===== src/rtl/mem_arbiter.sv =====
// Shares the core's single memory port between instruction fetch and load/store.
// One transaction in flight at a time; a watchdog turns a hung access into an error response.
module mem_arbiter #(
  parameter int ADDR_W   = 32,
  parameter int DATA_W   = 32,
  parameter int PRIO_LSU = 1,
  parameter int TIMEOUT  = 255
) (
  input  logic                  clk,
  input  logic                  rst,
  input  logic                  ifu_req_valid,
  output logic                  ifu_req_ready,
  input  logic [ADDR_W-1:0]     ifu_addr,
  output logic                  ifu_rsp_valid,
  output logic [DATA_W-1:0]     ifu_rsp_data,
  output logic                  ifu_rsp_err,
  input  logic                  lsu_req_valid,
  output logic                  lsu_req_ready,
  input  logic [ADDR_W-1:0]     lsu_addr,
  input  logic                  lsu_wen,
  input  logic [DATA_W-1:0]     lsu_wdata,
  input  logic [DATA_W/8-1:0]   lsu_wmask,
  output logic                  lsu_rsp_valid,
  output logic [DATA_W-1:0]     lsu_rsp_data,
  output logic                  lsu_rsp_err,
  output logic                  mem_req_valid,
  input  logic                  mem_req_ready,
  output logic [ADDR_W-1:0]     mem_addr,
  output logic                  mem_wen,
  output logic [DATA_W-1:0]     mem_wdata,
  output logic [DATA_W/8-1:0]   mem_wmask,
  input  logic                  mem_rsp_valid,
  input  logic [DATA_W-1:0]     mem_rsp_data,
  output logic                  busy
);
  // state | meaning
  // IDLE  | no transaction; winner picked combinationally and accepted
  // REQ   | latched request presented to memory
  // RESP  | waiting for the memory response
  localparam int MASK_W = DATA_W / 8;
  localparam int CNT_W  = $clog2(TIMEOUT + 1);

  typedef enum logic [1:0] {IDLE, REQ, RESP} state_t;

  state_t              state_q, state_d;
  logic                owner_lsu_q, owner_lsu_d;
  logic                last_lsu_q, last_lsu_d;
  logic [CNT_W-1:0]    cnt_q, cnt_d;
  logic [ADDR_W-1:0]   addr_q, addr_d;
  logic                wen_q, wen_d;
  logic [DATA_W-1:0]   wdata_q, wdata_d;
  logic [MASK_W-1:0]   wmask_q, wmask_d;

  logic                grant_lsu;
  logic                timeout;
  logic                rsp_fire;
  logic                rsp_err;
  logic [DATA_W-1:0]   rsp_word;

  assign timeout = (cnt_q == CNT_W'(TIMEOUT - 1));

  always_comb begin
    grant_lsu = lsu_req_valid;
    if (ifu_req_valid && lsu_req_valid) begin
      grant_lsu = (PRIO_LSU != 0) ? 1'b1 : !last_lsu_q;
    end
  end

  always_comb begin
    state_d       = state_q;
    owner_lsu_d   = owner_lsu_q;
    last_lsu_d    = last_lsu_q;
    cnt_d         = cnt_q;
    addr_d        = addr_q;
    wen_d         = wen_q;
    wdata_d       = wdata_q;
    wmask_d       = wmask_q;
    ifu_req_ready = 1'b0;
    lsu_req_ready = 1'b0;
    mem_req_valid = 1'b0;
    rsp_fire      = 1'b0;
    rsp_err       = 1'b0;
    rsp_word      = '0;
    case (state_q)
      IDLE: begin
        if (!rst && (ifu_req_valid || lsu_req_valid)) begin
          if (grant_lsu) begin
            lsu_req_ready = 1'b1;
            addr_d        = lsu_addr;
            wen_d         = lsu_wen;
            wdata_d       = lsu_wdata;
            wmask_d       = lsu_wmask;
          end else begin
            ifu_req_ready = 1'b1;
            addr_d        = ifu_addr;
            wen_d         = 1'b0;
            wdata_d       = '0;
            wmask_d       = '0;
          end
          owner_lsu_d = grant_lsu;
          last_lsu_d  = grant_lsu;
          cnt_d       = '0;
          state_d     = REQ;
        end
      end
      REQ: begin
        mem_req_valid = 1'b1;
        cnt_d         = cnt_q + 1'b1;
        if (timeout) begin
          rsp_fire = 1'b1;
          rsp_err  = 1'b1;
          state_d  = IDLE;
        end else if (mem_req_ready) begin
          state_d = RESP;
        end
      end
      RESP: begin
        cnt_d = cnt_q + 1'b1;
        // a real response on the watchdog's last cycle still wins
        if (mem_rsp_valid) begin
          rsp_fire = 1'b1;
          rsp_word = wen_q ? '0 : mem_rsp_data;
          state_d  = IDLE;
        end else if (timeout) begin
          rsp_fire = 1'b1;
          rsp_err  = 1'b1;
          state_d  = IDLE;
        end
      end
      default: state_d = IDLE;
    endcase
  end

  always_ff @(posedge clk or posedge rst) begin
    if (rst) begin
      state_q     <= IDLE;
      owner_lsu_q <= 1'b0;
      last_lsu_q  <= 1'b1;
      cnt_q       <= '0;
      addr_q      <= '0;
      wen_q       <= 1'b0;
      wdata_q     <= '0;
      wmask_q     <= '0;
    end else begin
      state_q     <= state_d;
      owner_lsu_q <= owner_lsu_d;
      last_lsu_q  <= last_lsu_d;
      cnt_q       <= cnt_d;
      addr_q      <= addr_d;
      wen_q       <= wen_d;
      wdata_q     <= wdata_d;
      wmask_q     <= wmask_d;
    end
  end

  assign ifu_rsp_valid = rsp_fire && !owner_lsu_q;
  assign lsu_rsp_valid = rsp_fire && owner_lsu_q;
  assign ifu_rsp_data  = ifu_rsp_valid ? rsp_word : '0;
  assign lsu_rsp_data  = lsu_rsp_valid ? rsp_word : '0;
  assign ifu_rsp_err   = ifu_rsp_valid && rsp_err;
  assign lsu_rsp_err   = lsu_rsp_valid && rsp_err;
  assign mem_addr      = addr_q;
  assign mem_wen       = wen_q;
  assign mem_wdata     = wdata_q;
  assign mem_wmask     = wmask_q;
  assign busy          = (state_q != IDLE);

endmodule

===== config.mk =====
export PLATFORM = sky130hd
export DESIGN_NAME = mem_arbiter
export DESIGN_NICKNAME = d
export VERILOG_FILES = /design/src/rtl/mem_arbiter.sv
export SDC_FILE = /design/constraint.sdc
export NUM_CORES = 1
export LEC_CHECK = 0
export CORE_AREA = 2 2 109 111
export CTS_BUF_LIST = sky130_fd_sc_hd__clkbuf_16
export DETAILED_ROUTE_END_ITERATION = 7
export DIE_AREA = 0 0 111 113
export GPL_TIMING_DRIVEN = 0
export PLACE_DENSITY = 0.85
export SLEW_MARGIN = 20
export SYNTH_ARGS = -nofsm -noshare
export SYNTH_HDL_FRONTEND = slang
export SYNTH_SLANG_ARGS = --single-unit

===== constraint.sdc =====
create_clock -name clk -period 8.8 [get_ports clk]
set_input_delay 1.76 -clock clk [delete_from_list [all_inputs] [get_ports clk]]
set_output_delay 1.76 -clock clk [all_outputs]
set_load 0.01 [all_outputs]

---- Yosys cells after proc, flatten, opt, wreduce, memory -nomap -nowiden ----
Index checks and enable logic that the tools add are counted.
Widths: inputs -> output; s select.
word-level totals
  input port bits ......................... 139
  output and inout port bits .............. 141
  flip-flop bits (word level) ............. 80
  logic and storage cells ................. 60
operators by class
  multiplexer cells ....................... 30
  equality and inequality tests ........... 6
  reduce and logical (&&, ||, !) cells .... 16
  $add $sub $neg .......................... 1
operator list
  cell                 count
  $mux 32              7
  $pmux 8 s2           1
  $mux 1               12
  $mux 2               5
  $add 8x1->8 const B  1
  $eq 8x8->1 const B   1
  $mux 8               1
  $logic_and 1x1->1    6
  $ne 3x3->1 const B   2
  $pmux 2 s3           1
  $mux 4               1
  $pmux 1 s2           2
  $reduce_and 2->1     2
  $reduce_bool 2->1    2
  $reduce_and 3->1     1
  $eq 2x1->1 const B   1
  $eq 2x2->1 const B   1
  $logic_not 1->1      2
  $logic_not 2->1      1
  $ne 2x2->1 const B   1
  $reduce_or 2->1      1
  $logic_or 1x1->1     1

---- Depth between registers and ports, before layout ----
Gate-level depths: netlist of run 1.
  word-level depth ........................ 6
  mapped depth ............................ 7
  gate-level depth less buffers ........... 6

---- Least setup slack after synthesis of run 1 ----
OpenSTA, ideal clock, no wires.
  kind .................................... in2out
  start point ............................. in rst
  end point ............................... out lsu_req_ready
  buffers on the path ..................... 0
  stages .................................. 2
  data arrival time ....................... 3844 ps
  data required time ...................... 7040 ps
  setup slack ............................. 3196 ps
  cells stage by stage .................... inv_1 > and3_1
between the ends
  word-level cells in the longest chain between the ends .. 4
ends and longest elaborated chain
  what                       line  RTL
  from (decl)                10    input logic rst,
  $logic_not 1->1 (no line)  n/a
  $logic_and 1x1->1          86    if (!rst && (ifu_req_valid || lsu_req_valid)) begin
  $mux 1                     86
  $mux 1                     84    case (state_q)
  to (decl)                  18    output logic lsu_req_ready,
Every way passes these cells.

---- Worst setup path after layout of run 1 ----
  start point ............................. in rst
  end point ............................... out ifu_req_ready
between the ends
  word-level cells in the longest chain between the ends .. 4
ends and longest elaborated chain
  what                       line  RTL
  $logic_not 1->1 (no line)  n/a
  $logic_and 1x1->1          86
  $mux 1                     86
  $mux 1                     84
  to (decl)                  12    output logic ifu_req_ready,
Every way passes these cells.

==> summary.md, run 1 <==
| Metric | Value |
|---|---|
| Outcome | `completed` |
| First-pass GRT wire length | `23,340 um` |
| Clk root buf | `clkbuf_16` |
| Reg-to-reg critical path startpoint | `state_q[1]` |
| Rel. slew slack | `0.5127` |
| CTS Hold Bufs | `0` |
| Drt via density | `4.887` |
| Max Freq | `~0.17 GHz` |
| Post-route ant nets | `0` |
| CTS H-tree depth | `3` |
| Crit Path Category | `in -> out` |
| Worst slew pin tran | `731.0 ps` |
| Final wirelength | `approximately 15,000 um` |
| Final instance area | `roughly 7300 um2` |
| # resized after CTS | `0` |
| Total power | `1.918 mW` |
| Final Max Slew Viols | `0` |
| Leakage | `3.152 nW` |
| Clock Skew | `around 4.6 ps` |
| Clk sinks | `80` |
| Cells after DPL | `around 870` |
| Post-Syn Nets | `596` |
| Via Count | `4,374` |
| CP endpoint kind | `primary output` |
| Hold Startpoint | `mem_wdata[3]` |
| Final Hold Viols | `0` |
| Fin crit share | `0.6514` |
| Worst Hold Depth | `2` |
| Worst Hold End | `mem_wdata[3]` |
| Period minus WS final | `5732 ps` |
| Die Y | `around 110 um` |
| Fin util | `0.6505` |
| PD cells | `261.6 nW/um2` |
| Clk buf depth | `2` |
| Placed Area | `7015 um2` |
| DR WL/cell | `16.98 um` |
| Fraction of layout cells with a size suffix above 1 | `0.03614` |
| Register area share after synthesis | `0.4975` |
| Total setup buffers inserted after CTS | `0` |
| Total CTS buffers | `9` |
| Vias in the first global route | `between 4,000 and 5,000` |
| Storage cell area | `2002 um2` |
| Yosys top cell area share | `0.4975` |
| Site Rows | `39` |
| Top Ports | `280` |
| Synth Instances | `452` |
| YS warnings | `0` |
| Avg Inst Size Synth | `about 8.9 um2` |
| Port Buf Inserts | `278` |
| Multi-input gate area | `1856 um2` |
| GP Congestion | `0.8611` |
| # setup viols final | `0` |
| Filler cells | `913` |
| Synth area leaders | `dfrtp_1 (50%), nand2_1 (10%), o21ai_0 (10%), and2_1 (10%), mux2i_1 (8.0%)` |
| CTS tree | `yes` |
| Final WS setup | `a little over 3000 ps` |
| Worst vdd rail ir drop | `between 150 and 200 uV` |
| CP delay by family, top | `buffers and inverters` |
| Crit path largest cell delay | `580 ps` |
| Antenna violations before repair | `7` |
| GRT Total Usage | `0.2389` |
| Synth unique cells | `26` |
| Synthesis-stage register bit count | `80` |
| Post-route insts no fill | `895` |
| Die width | `~110 um` |
| Clk pin slew, worst setup/hold paths | `60 ps` |
| Core area | `11,270 um2` |
| Buffers & Inverters on Critical Path | `4` |
| Remaining global-route overflow | `0` |
| Cells on worst reg2reg path | `6` |
| Max-cap violations | `0` |
| Mapped Area | `between 4000 and 5000 um2` |
| Cell Chain, Critical Path | `clkdlybuf4s50_1 > o21ba_2 > nand2_1 > buf_2 > buf_2 > nor2_1 > clkdlybuf4s50_1` |
| DRC viols | `0` |
| First-pass detailed-route iteration total | `4` |
| Largest net degree at the start of global routing | `54` |
| CP Launch Type | `primary input` |
| Pre-CTS setup slack | `3063 ps` |
| Area leader, netlist | `dfrtp_1` |
| Starting Density | `0.3570` |
| FF-to-FF End | `cnt_q[3]` |
| Fin Hold WS | `478.7 ps` |
| Worst path slowest cell | `clkdlybuf4s50_1` |
| Synth-to-layout area growth | `82.21%` |
| Worst-Skew Late Latency | `330 ps` |
| R2R Setup Slk | `6880 ps` |
| Final #Nets | `roughly 890` |
| Dpl hpwl | `~12,000 um` |
| DRT iter0 DRCs | `212` |
| RSZ-0062 raised after global routing | `false` |
| Arrival time of the worst setup path | `approximately 4000 ps` |
| Critical Path Start | `rst` |
| Worst Path Required | `7040 ps` |
| Worst Hold Class | `reg -> reg` |
| Die Area | `12,540 um2` |
| Worst Path Max Fanout | `10` |
| TNS Setup | `0 ps` |
[report_power, final]
| part | switching [mW] | total (mW) | leakage (nW) | internal, mW |
|---|---|---|---|---|
| clock | 0.142 | 0.386 | 0.155 | 0.243 |
| sequential | 0.110 | 0.649 | 1.03 | 0.540 |
| combinational | 0.416 | 0.883 | 1.97 | 0.467 |
| total | 0.668 | 1.92 | 3.15 | 1.25 |
[registers in the layout, indices dropped and copies added, names as in the netlist]
name,flops
cnt_q,8
mem_addr,32
mem_wdata,32
mem_wen,1
mem_wmask,4
owner_lsu_q,1
state_q,2
[worst max-delay path by stage]
stage          cells past startpoint  slack (ps)               end
2_1_floorplan                      2        3200     lsu_req_ready
3_3_place_gp                       4        1580     lsu_req_ready
3_5_place_dp                       7        3060     ifu_req_ready
4_1_cts                            7        3050     ifu_req_ready
5_1_grt                            6        2840  lsu_rsp_data[14]
6_report                           7        3070     ifu_req_ready
[tightest hold or removal path: stages, from the launching register on]
cell and delay [ps]:
dfrtp_1 340, nand2_1 50, o21ai_0 60
[routing by layer]
layer,up-vias,part of all wire,track usage
met5,-,0.0016,0
met4,4,0.029,0.09833
met3,35,0.11,0.1125
met2,216,0.50,0.4237
met1,2033,0.36,0.2437
li1,2086,-,-
[kinds of logic after synthesis]
kind of cell | count (synthesis) | share of synthesized area
adder cells (fa/ha/maj) | 5 | 0.01555
buffers and inverters | 38 | 0.04136
flip-flops | 80 | 0.4975
AO/OA/AOI/OAI | 95 | 0.1225
AND/OR/NAND/NOR | 201 | 0.2401
multiplexers | 33 | 0.08302
[cells in the mapped netlist]
master / n
nand2_1: 112
o21ai_0: 82
dfrtp_1: 80
and2_1: 64
mux2i_1: 32
clkbuf_1: 18
buf_2: 10
a21oi_1: 8
inv_1: 8
nor3_1: 6
or3_1: 6
ha_1: 5
and4_1: 3
nand3_1: 3
nor2_1: 3
nand4_1: 2
a21o_1: 1
a2bb2oi_1: 1
and3_1: 1
buf_4: 1
buf_6: 1
mux2i_2: 1
nor2b_1: 1
o21a_1: 1
o21ba_2: 1
o32ai_1: 1
[layout make-up]
class / instances / share of cell area
diodes: 5 / 0.001706
plain buffers: 30 / 0.01860
clock buffers: 9 / 0.03072
clock inverters: 7 / 0.01075
inverters: 8 / 0.004437
multi-input cells: 334 / 0.2531
flip-flops and latches: 80 / 0.2730
well taps: 143 / 0.02440
repair buffers: 279 / 0.3833
[placed cells by master, fill, tap and decap left out]
master	netlist	routed
a21o_1	1	1
or3_1	6	6
o21ba_2	1	1
and3_1	1	1
a2bb2oi_1	1	1
and4_1	3	3
o21ai_0	82	82
nand4_1	2	2
inv_1	8	9
bufinv_16	0	2
nor2_1	3	3
nand3_1	3	3
o21a_1	1	1
o32ai_1	1	1
nor2b_1	1	1
and2_1	64	64
dfrtp_1	80	80
buf_4	1	1
clkinv_1	0	3
buf_2	10	10
mux2i_2	1	1
buf_6	1	1
inv_4	0	1
clkbuf_1	18	18
mux2i_1	32	32
diode_2	0	5
nor3_1	6	6
a21oi_1	8	8
ha_1	5	5
buf_16	0	1
clkbuf_16	0	9
clkdlybuf4s50_1	0	278
nand2_1	112	112
(Power assumes the default switching activity.)
==> run 2: changes to the inputs <==
--- a/config.mk
+++ b/config.mk
@@ -5,12 +5,11 @@
 export SDC_FILE = /design/constraint.sdc
 export NUM_CORES = 1
 export LEC_CHECK = 0
-export CORE_AREA = 2 2 109 111
+export CORE_UTILIZATION = 32
 export CTS_BUF_LIST = sky130_fd_sc_hd__clkbuf_16
 export DETAILED_ROUTE_END_ITERATION = 7
-export DIE_AREA = 0 0 111 113
 export GPL_TIMING_DRIVEN = 0
-export PLACE_DENSITY = 0.85
+export PLACE_DENSITY = 0.81
 export SLEW_MARGIN = 20
 export SYNTH_ARGS = -nofsm -noshare
 export SYNTH_HDL_FRONTEND = slang
==> constraint.sdc (replaced) <==
create_clock -name clk -period 4.8 [get_ports clk]
set_input_delay 0.96 -clock clk [delete_from_list [all_inputs] [get_ports clk]]
set_output_delay 0.96 -clock clk [all_outputs]
set_load 0.01 [all_outputs]
==> run 2 against run 1 <==
  * Via count shrank 3.0%
  * Worst setup slack lost 2300 ps
  * Die area grew 3.9%
  * Largest cell class unchanged
  * Count of clock-buffer cells in the layout is the same
==> summary.md, run 2 (synthesis gave the netlist of run 1 again) <==
| Metric | Value |
|---|---|
| Outcome | `completed` |
| First-pass GRT wire length | `between 20,000 and 25,000 um` |
| Clk sinks | `80` |
| Worst Path Max Fanout | `10` |
| Starting Density | `0.3322` |
| PD cells | `approximately 470 nW/um2` |
| # setup viols final | `0` |
| Most used cell, CP | `clkdlybuf4s50_1` |
| # resized after CTS | `0` |
| Filler cells | `1,070` |
| Core area | `12,110 um2` |
| Leakage | `roughly 3.1 nW` |
| Most common cell after layout, fill and taps aside | `clkdlybuf4s50_1` |
| Cell Chain, Critical Path | `clkdlybuf4s50_1 > nand3_1 > nor3_1 > clkbuf_1 > and2_1 > clkdlybuf4s50_1` |
| Drt via density | `roughly 4.6` |
| Site Rows | `40` |
| Die width | `114.1 um` |
| Worst Hold Class | `reg -> reg` |
| Fraction of layout cells with a size suffix above 1 | `0.04150` |
| Pre-CTS setup slack | `713.2 ps` |
| Largest net degree at the start of global routing | `between 50 and 60` |
| Worst vdd rail ir drop | `349.4 uV` |
| Clk buf depth | `2` |
| Via Count | `4,242` |
| Rel. slew slack | `0.4952` |
| GRT Total Usage | `0.2083` |
| First-pass detailed-route iteration total | `4` |
| Worst-Skew Late Latency | `around 330 ps` |
| Dpl hpwl | `11,350 um` |
| Port Buf Inserts | `278` |
| Worst path slowest cell | `clkdlybuf4s50_1` |
| Period minus WS final | `4082 ps` |
| Post-route ant nets | `0` |
| CTS Hold Bufs | `0` |
| DRT iter0 DRCs | `121` |
| # diodes | `0` |
| Crit path largest cell delay | `~530 ps` |
| Final Max Slew Viols | `0` |
| Most frequent cells in the layout | `clkdlybuf4s50_1 (278), nand2_1 (112), o21ai_0 (82), dfrtp_1 (80), and2_1 (64)` |
| Clk pin slew, worst setup/hold paths | `approximately 50 ps` |
| Final wirelength | `13,810 um` |
| Synth-to-layout area growth | `82.52%` |
| Final instance area | `between 7000 and 8000 um2` |
| CP Launch Type | `primary input` |
| Top Ports | `280` |
| Placed Area | `roughly 7000 um2` |
| Crit Path Category | `in -> out` |
| Final Hold Viols | `0` |
| CTS tree | `yes` |
| Antenna violations before repair | `0` |
| Arrival time of the worst setup path | `3120 ps` |
| Worst slew pin tran | `757.3 ps` |
| Worst Path Required | `3840 ps` |
| Total setup buffers inserted after CTS | `0` |
| Total power | `3.440 mW` |
| Die Area | `13,030 um2` |
| Vias in the first global route | `~4,300` |
| GP Congestion | `0.9112` |
| RSZ-0062 raised after global routing | `false` |
| Die Y | `roughly 110 um` |
| DR WL/cell | `15.09 um` |
| Remaining global-route overflow | `0` |
| Final WS setup | `between 700 and 800 ps` |
| Total CTS buffers | `9` |
| Clock Skew | `6.536 ps` |
| DRC viols | `0` |
| CTS H-tree depth | `3` |
| Final #Nets | `slightly below 900` |
| Fin crit share | `0.8504` |
| Clk root buf | `clkbuf_16` |
| CP endpoint kind | `primary output` |
| Max Freq | `approximately 0.24 GHz` |
| Fin util | `0.6064` |
| Max-cap violations | `0` |
## run 2: power by group
part	switching, mW	internal (mW)	leakage (nW)
Clock	0.269	0.402	0.143
Sequential	0.196	0.989	1.03
Combinational	0.728	0.856	1.97
Total	1.19	2.25	3.14
## run 2: area by class of cell
type                       instances  area, um2  share of cell area
multi-input combinational        334       1856              0.2526
buffer                            30      136.4             0.01857
sequential                        80       2002              0.2726
clock buffer                       9      225.2             0.03066
inverter                           8      32.53            0.004429
timing repair buffer             279       2810              0.3826
tap                              168      210.2             0.02862
clock inverter                     7      72.57            0.009881
## run 2: worst max-delay path, delay by kind of cell
| kind | cells | cell delay (ps) |
|---|---|---|
| AND/OR/NAND/NOR | 3 | 760 |
| buffers and inverters | 3 | 1400 |
## run 2: layer usage
| metal | track usage | vias up | wire, um |
|---|---|---|---|
| met5 | 0 | - | 0 |
| met3 | 0.04923 | 25 | 972 |
| met2 | 0.3915 | 179 | 7251 |
| met4 | 0.09524 | 0 | 387 |
| li1 | - | 2084 | - |
| met1 | 0.2188 | 1954 | 5197 |
## run 2: final timing paths
kind / startpoint / to / slack, ps / depth (start not counted)
setup / recovery: mem_rsp_valid / lsu_rsp_data[30] / 720 / 6
hold / removal: mem_addr[18] / mem_addr[18] / 480 / 2
setup reg to reg: state_q[1] / cnt_q[4] / 2940 / 6
hold reg to reg: mem_addr[18] / mem_addr[18] / 480 / 2
max in group asynchronous: rst / mem_addr[30] / 3220 / 3
min in group asynchronous: rst / state_q[0] / 990 / 2
## run 2: per-stage QoR
step                      setup TNS (ps)  instances  hold slack [ps]
after floorplan                        0        452            492.0
after global placement            -860.6        898            461.6
after detailed placement               0        899            469.9
after CTS                              0        915            482.6
after global routing                   0        915            502.2
final                                  0        915            478.1
